==> src/rtl/s1_sched_pkg.sv <==
// -----------------------------------------------------------------------------
// s1_sched_pkg
//   Shared types and constants for the S1 slice scheduler.
//   - state_t    : scheduler FSM states (IDLE, RESP)
//   - NREQ       : number of requesters sharing the slice
//   - ID_W       : requester ID width
//   - CTL_W      : per-requester control width {A1,B1,A0}
//   - sel_decode : maps {A1,B1,A0} to the 2-bit slice select {A1|B1, A0}
// -----------------------------------------------------------------------------
package s1_sched_pkg;

  typedef enum logic {
    IDLE = 1'b0,
    RESP = 1'b1
  } state_t;

  localparam int NREQ  = 4;
  localparam int ID_W  = 2;
  localparam int CTL_W = 3;
  localparam int SEL_W = 2;

  // S1-cell select: S1 = A1 | B1, S0 = A0. A0 is deliberately not gated by
  // reset here, so selects 01/11 are reachable during normal operation.
  function automatic logic [SEL_W-1:0] sel_decode(input logic [CTL_W-1:0] ctl);
    return {ctl[2] | ctl[1], ctl[0]};
  endfunction

endpackage

==> src/rtl/s1_slice_scheduler_arbiter.sv <==
// -----------------------------------------------------------------------------
// rr_arbiter4
//   Combinational 4-way round-robin arbiter. Searches req starting at ptr and
//   wrapping modulo 4; grants the first valid requester found.
//   Ports:
//     req    in  [3:0]  request vector
//     ptr    in  [1:0]  highest-priority requester index
//     en     in  1      arbitration enable; no grant when low
//     gnt    out [3:0]  one-hot grant (all zero when no grant)
//     gnt_id out [1:0]  index of granted requester (0 when no grant)
// -----------------------------------------------------------------------------
module rr_arbiter4
  import s1_sched_pkg::*;
(
  input  logic [NREQ-1:0] req,
  input  logic [ID_W-1:0] ptr,
  input  logic            en,
  output logic [NREQ-1:0] gnt,
  output logic [ID_W-1:0] gnt_id
);

  always_comb begin : arb
    logic            found;
    logic [ID_W-1:0] idx;
    gnt    = '0;
    gnt_id = '0;
    found  = 1'b0;
    idx    = '0;
    for (int k = 0; k < NREQ; k++) begin
      // Index arithmetic wraps naturally at ID_W bits (mod 4).
      idx = ptr + ID_W'(k);
      if (en && !found && req[idx]) begin
        gnt[idx] = 1'b1;
        gnt_id   = idx;
        found    = 1'b1;
      end
    end
  end

endmodule

==> src/rtl/s1_slice_scheduler.sv <==
// -----------------------------------------------------------------------------
// s1_slice_scheduler
//   Shares one registered 4:1 mux slice among 4 requesters. Round-robin
//   arbitration, 1-cycle issue->result latency, result tagged with requester
//   ID, and a wrapping count of accepted responses.
//
//   Handshake: a transfer happens on a rising CLK edge when valid and ready are
//   both high in the preceding cycle. On the request side, request i transfers
//   when req_valid[i] & req_ready[i]; req_ready is a one-hot grant and never has
//   more than one bit set. On the response side, the result transfers when
//   rsp_valid & rsp_ready; while rsp_valid is high and rsp_ready is low,
//   rsp_data/rsp_id/rsp_valid are held and no new request is granted.
//
//   Ports:
//     CLK            in   1      clock, rising edge
//     CLR            in   1      asynchronous active-high reset
//     req_valid      in   4      per-requester request valid
//     req_ready      out  4      one-hot grant
//     req_ctl        in   12     {A1,B1,A0} for requester i at [3i+2:3i]
//     d00..d11       in   N      shared slice operands
//     rsp_valid      out  1      result valid
//     rsp_ready      in   1      consumer accepts result
//     rsp_data       out  N      registered slice output
//     rsp_id         out  2      owner of rsp_data
//     busy           out  1      high in RESP state
//     done_cnt       out  CNT_W  accepted responses (wraps)
//     dbg_state_o    out  1      FSM state (IDLE=0, RESP=1)
//     dbg_rr_ptr_o   out  2      current round-robin pointer
// -----------------------------------------------------------------------------
module s1_slice_scheduler
  import s1_sched_pkg::*;
#(
  parameter int N     = 8,
  parameter int CNT_W = 16
) (
  input  logic                  CLK,
  input  logic                  CLR,
  input  logic [NREQ-1:0]       req_valid,
  output logic [NREQ-1:0]       req_ready,
  input  logic [NREQ*CTL_W-1:0] req_ctl,
  input  logic [N-1:0]          d00,
  input  logic [N-1:0]          d01,
  input  logic [N-1:0]          d10,
  input  logic [N-1:0]          d11,
  output logic                  rsp_valid,
  input  logic                  rsp_ready,
  output logic [N-1:0]          rsp_data,
  output logic [ID_W-1:0]       rsp_id,
  output logic                  busy,
  output logic [CNT_W-1:0]      done_cnt,
  output logic                  dbg_state_o,
  output logic [ID_W-1:0]       dbg_rr_ptr_o
);

  state_t          state_q;
  logic [ID_W-1:0] rr_ptr_q;
  logic [ID_W-1:0] rr_ptr_d;
  logic [N-1:0]    rsp_data_q;
  logic [N-1:0]    rsp_data_d;
  logic [ID_W-1:0] rsp_id_q;
  logic [CNT_W-1:0] done_cnt_q;
  logic [CNT_W-1:0] done_cnt_d;

  logic             can_issue;
  logic             arb_en;
  logic [NREQ-1:0]  gnt;
  logic [ID_W-1:0]  gnt_id;
  logic             accept;
  logic             rsp_fire;
  logic [CTL_W-1:0] ctl_g;
  logic [SEL_W-1:0] sel;

  // A new request may issue when the slice register is free or is being
  // drained this same cycle (back-to-back throughput of one per cycle).
  assign can_issue = (state_q == IDLE) || rsp_ready;
  // Grants are suppressed while reset is asserted.
  assign arb_en    = can_issue && !CLR;
  assign rsp_fire  = (state_q == RESP) && rsp_ready;

  rr_arbiter4 u_arb (
    .req    (req_valid),
    .ptr    (rr_ptr_q),
    .en     (arb_en),
    .gnt    (gnt),
    .gnt_id (gnt_id)
  );

  assign accept = |gnt;

  // Operand select for the granted requester; operands sampled this cycle only.
  assign ctl_g = req_ctl[gnt_id*CTL_W +: CTL_W];
  assign sel   = sel_decode(ctl_g);

  always_comb begin
    rsp_data_d = d00;
    unique case (sel)
      2'b00:   rsp_data_d = d00;
      2'b01:   rsp_data_d = d01;
      2'b10:   rsp_data_d = d10;
      2'b11:   rsp_data_d = d11;
      default: rsp_data_d = d00;
    endcase
  end

  assign rr_ptr_d   = gnt_id + ID_W'(1);
  assign done_cnt_d = done_cnt_q + CNT_W'(1);

  // Scheduler FSM with its registered outputs. A pending response at reset is
  // dropped and not counted.
  always_ff @(posedge CLK or posedge CLR) begin
    if (CLR) begin
      state_q    <= IDLE;
      rr_ptr_q   <= '0;
      rsp_data_q <= '0;
      rsp_id_q   <= '0;
      done_cnt_q <= '0;
    end else begin
      if (rsp_fire) begin
        done_cnt_q <= done_cnt_d;
      end
      if (accept) begin
        rsp_data_q <= rsp_data_d;
        rsp_id_q   <= gnt_id;
        rr_ptr_q   <= rr_ptr_d;
      end
      case (state_q)
        IDLE: begin
          if (accept) state_q <= RESP;
        end
        RESP: begin
          if (rsp_ready && !accept) state_q <= IDLE;
        end
        default: state_q <= IDLE;
      endcase
    end
  end

  assign req_ready    = gnt;
  assign rsp_valid    = (state_q == RESP);
  assign busy         = (state_q == RESP);
  assign rsp_data     = rsp_data_q;
  assign rsp_id       = rsp_id_q;
  assign done_cnt     = done_cnt_q;
  assign dbg_state_o  = state_q;
  assign dbg_rr_ptr_o = rr_ptr_q;

endmodule

==> config.mk <==
export PLATFORM = sky130hd
export DESIGN_NAME = s1_slice_scheduler
export DESIGN_NICKNAME = d
export VERILOG_FILES = /design/src/rtl/s1_sched_pkg.sv /design/src/rtl/s1_slice_scheduler_arbiter.sv /design/src/rtl/s1_slice_scheduler.sv
export SDC_FILE = /design/constraint.sdc
export NUM_CORES = 1
export LEC_CHECK = 0
export CAP_MARGIN = 30
export CORE_MARGIN = 1
export CORE_UTILIZATION = 43
export CTS_CLUSTER_SIZE = 16
export DETAILED_ROUTE_END_ITERATION = 6
export HOLD_SLACK_MARGIN = 0.03
export PLACE_DENSITY_LB_ADDON = 0.12
export REMOVE_ABC_BUFFERS = 1
export SLEW_MARGIN = 20
export SYNTH_ARGS = -nofsm -noshare
export SYNTH_HDL_FRONTEND = slang
export SYNTH_SLANG_ARGS = --single-unit
export TNS_END_PERCENT = 10
==> constraint.sdc <==
create_clock -name CLK -period 4.1 [get_ports CLK]
set_input_delay 0.41 -clock CLK [delete_from_list [all_inputs] [get_ports CLK]]
set_output_delay 0.41 -clock CLK [all_outputs]
set_load 0.1 [all_outputs]
==> out/results.ini, run 1 <==
[cts]
clkLatencyLatePin_ps = 280
cts_setup_buffers = 0
cts_tree = done
cts_hold_buf = 0
cts_made_buffers = 5
ctsResizeCount = 0
cts_sinks = 29
h-tree-depth = 2
clk_pin_slew_ps = 70
root_buffer = clkbuf_8
clock_path_buffers = 2

[sta]
slew_viol_final = 0
fin_crit_sh = 0.903
setup_viol = 0
fmax_mhz = 270
min_period_ps = 3700
report.final.hold_viol_count = 0
rsz0062_at_grt = false
tightestPinTransition_ps = 1000
finalClockSkew_ps = 6.76
fin_setup_tns_ps = 0
max_slew_margin = 0.329
setup_ws_ps = 398

[setup_path]
worst-path-max-fanout = 16
slowest_stage = o22a_1
crit_buf_inv = 2
crit_path_start_kind = flop
crit_path_end_kind = flop
crit_family = compound AO/OA/AOI/OAI gates
reg2reg_slack_ps = 400
slowest_delay_ps = 760
crit_chain = inv_1 -> ha_1 -> mux4_2 -> buf_4 -> a211oi_4 -> o2bb2ai_2 -> o22a_1 -> mux2_2 -> o221a_2
worstPathArrival_ps = 3870
crit_type = reg -> reg
required_ps = 4260

[floorplan]
core_um2 = 4500
io_pins = 86
rows = 24
dieArea_um2 = 5100
die_h_um = 71.4
die_x_um = 71.4
initial_core_util = 0.460

[synthesis]
synth-edff-count = 0
yosysUniqueCellTypes = 46
synth_top_area_cell = dfrtp_1
synthCells = 194
netlist_area_um2 = 2070
synth_ff_type = dfrtp_1
synth_top_area_frac = 0.350
synthTopCellsByArea = dfrtp_1 (35%), mux2_4 (6.5%), xnor2_1 (5.5%), mux2_2 (4.9%), o221a_2 (3.3%)
synth-seq-cells = 29
avgSynthCellArea_um2 = 10.7
ys_warn_count = 0
seq_area_frac_synth = 0.350
async_flop_share = 1.00

[global_route]
grt_overflow = 0
antenna_found_initial = 0
grt_pass1_wl_mm = 7.90
grt_max_degree = 31
grt_usage = 0.197
first_global_vias = 1780

[drt]
drc = 5
routedWlPerCell_um = 14.3
drt_iter0_markers = 136
vias_per_cell = 5.37
first_pass_iters = 6
ant_nets = 0
drt-total-wl_mm = 4.85
via_count = 1821

[place]
io_buffers = 85
dp_slack_ps = 159
gp_congestion = 0.809
placed_cells = 331
dp_hpwl_mm = 3.78

[power_and_ir_drop]
switchingPower_mw = 1.44
intPower_mw = 1.17
p_seq_frac = 0.171
ir_drop_mv = 0.428
p_total_mw = 2.61
swShare = 0.553
p_leak_nw = 1.27
p_clk_frac = 0.086
combPwrFrac = 0.743
power_density_nw_per_um2 = 840

[cells_and_area]
drive_above_1_share = 0.220
antenna_cells = 0
area_growth_syn_to_layout_pct = 50.1
fin_nets = 342
stdcell_count = 339
utilization = 0.690
fillCellCount = 366

[status]
outcome = complete, but fails checks
violations = DRC

[hold_path]
holdCritPathClass = reg -> reg

[job]
maxCapViolCount = 0

[worst reg2reg max path, delay by kind of cell (launching register included)]
family,cells,cell delay [ps]
AO/OA/AOI/OAI,4,1560
buffers and inverters,2,260
multiplexers,2,990
adder cells (fa/ha/maj),1,440
flip-flops,1,340
[synthesized netlist by cell type (2+ instances only)]
| library cell | number |
|---|---|
| nand4_1 | 4 |
| dfrtp_1 | 29 |
| xnor2_1 | 13 |
| o221a_1 | 3 |
| a21oi_1 | 6 |
| mux2_1 | 2 |
| buf_6 | 4 |
| or2_2 | 8 |
| ha_1 | 5 |
| o221a_2 | 6 |
| a22oi_1 | 4 |
| or4_4 | 2 |
| nand3_1 | 6 |
| nor2_1 | 17 |
| mux2i_1 | 5 |
| mux4_1 | 2 |
| clkbuf_1 | 2 |
| mux2_2 | 9 |
| or4_1 | 2 |
| o21ai_0 | 5 |
| mux2_4 | 9 |
| xor2_1 | 3 |
| buf_4 | 2 |
| nand2b_1 | 4 |
| inv_1 | 6 |
| nand2_1 | 16 |
[sequential cells by signal, summed over array words and instances (netlist names)]
| signal | flops |
|---|---|
| done_cnt | 16 |
| busy | 1 |
| dbg_rr_ptr_o | 2 |
| rsp_id | 2 |
| rsp_data | 8 |
[final timing paths]
check	startpoint	to	cells after the start
hold / removal	done_cnt[15]	done_cnt[15]	1
setup reg to reg	dbg_rr_ptr_o[1]	rsp_data[7]	9
min in group asynchronous	CLR	done_cnt[8]	3
hold reg to reg	done_cnt[15]	done_cnt[15]	1
max in group asynchronous	CLR	done_cnt[6]	3
setup / recovery	dbg_rr_ptr_o[1]	rsp_data[7]	9
[per-layer routing]
metal / part of all wire / track usage
met3: 0.066 / 0.0577
met5: 0 / 0
met1: 0.44 / 0.262
met4: 0.017 / 0.0689
met2: 0.48 / 0.308
[layout make-up]
cell class                      count  area [um2]  area share
Tap cell                           52        65.1      0.0209
Multi-Input combinational cell    148        1240       0.400
Clock inverter                      2        10.0     0.00322
Clock buffer                        6        72.6      0.0233
Timing Repair Buffer               95         966       0.311
Sequential cell                    29         726       0.233
Inverter                            7        26.3     0.00845
[cell usage in the layout (no fill, tap or decap), types with 4 or more instances in the layout]
master	instances
clkdlybuf4s50_1	81
dfrtp_1	29
nor2_1	17
nand2_1	16
xnor2_1	13
buf_4	10
mux2_2	9
mux2_4	9
or2_2	8
nand3_1	6
inv_1	6
a21oi_1	6
o221a_2	6
mux2i_1	5
o21ai_0	5
ha_1	5
clkbuf_8	5
nand4_1	4
nand2b_1	4
a22oi_1	4
buf_12	4
[cells by family (layout without fill, tap and decap cells)]
family	after synthesis	count (layout)	synth area share
AOI/OAI and AO/OA	35	35	0.157
xor gates and xnor gates	16	16	0.0677
adders and majority gates	5	5	0.0302
buffers and inverters	17	110	0.0495
DFF	29	29	0.350
muxes	28	28	0.185
and+or+nand+nor	64	64	0.160
[per-stage QoR]
step	hold WS [ps]	cell area, um2
after floorplan	527	1990
after global placement	473	3030
after detailed placement	479	3030
after CTS	488	3110
after global routing	512	3110
final	483	3110
[power groups by stage]
stage               Clock [mW]  Sequential (mW)  Combinational, mW
floorplan                    0             1.14              0.758
global placement             0            0.450               1.93
detailed placement           0            0.450               1.95
CTS                      0.232            0.448               1.95
global route             0.242            0.463               2.03
finish                   0.226            0.447               1.94
Power figures use the tool's default switching activity.
==> run 2, diff against run 1 <==
--- a/config.mk
+++ b/config.mk
@@ -6,7 +6,6 @@
 export NUM_CORES = 1
 export LEC_CHECK = 0
 export CAP_MARGIN = 30
-export CORE_MARGIN = 1
 export CORE_UTILIZATION = 43
 export CTS_CLUSTER_SIZE = 16
 export DETAILED_ROUTE_END_ITERATION = 6
==> results of run 2 <==
The final DEF is identical to that of run 1; final timing and power are the same.
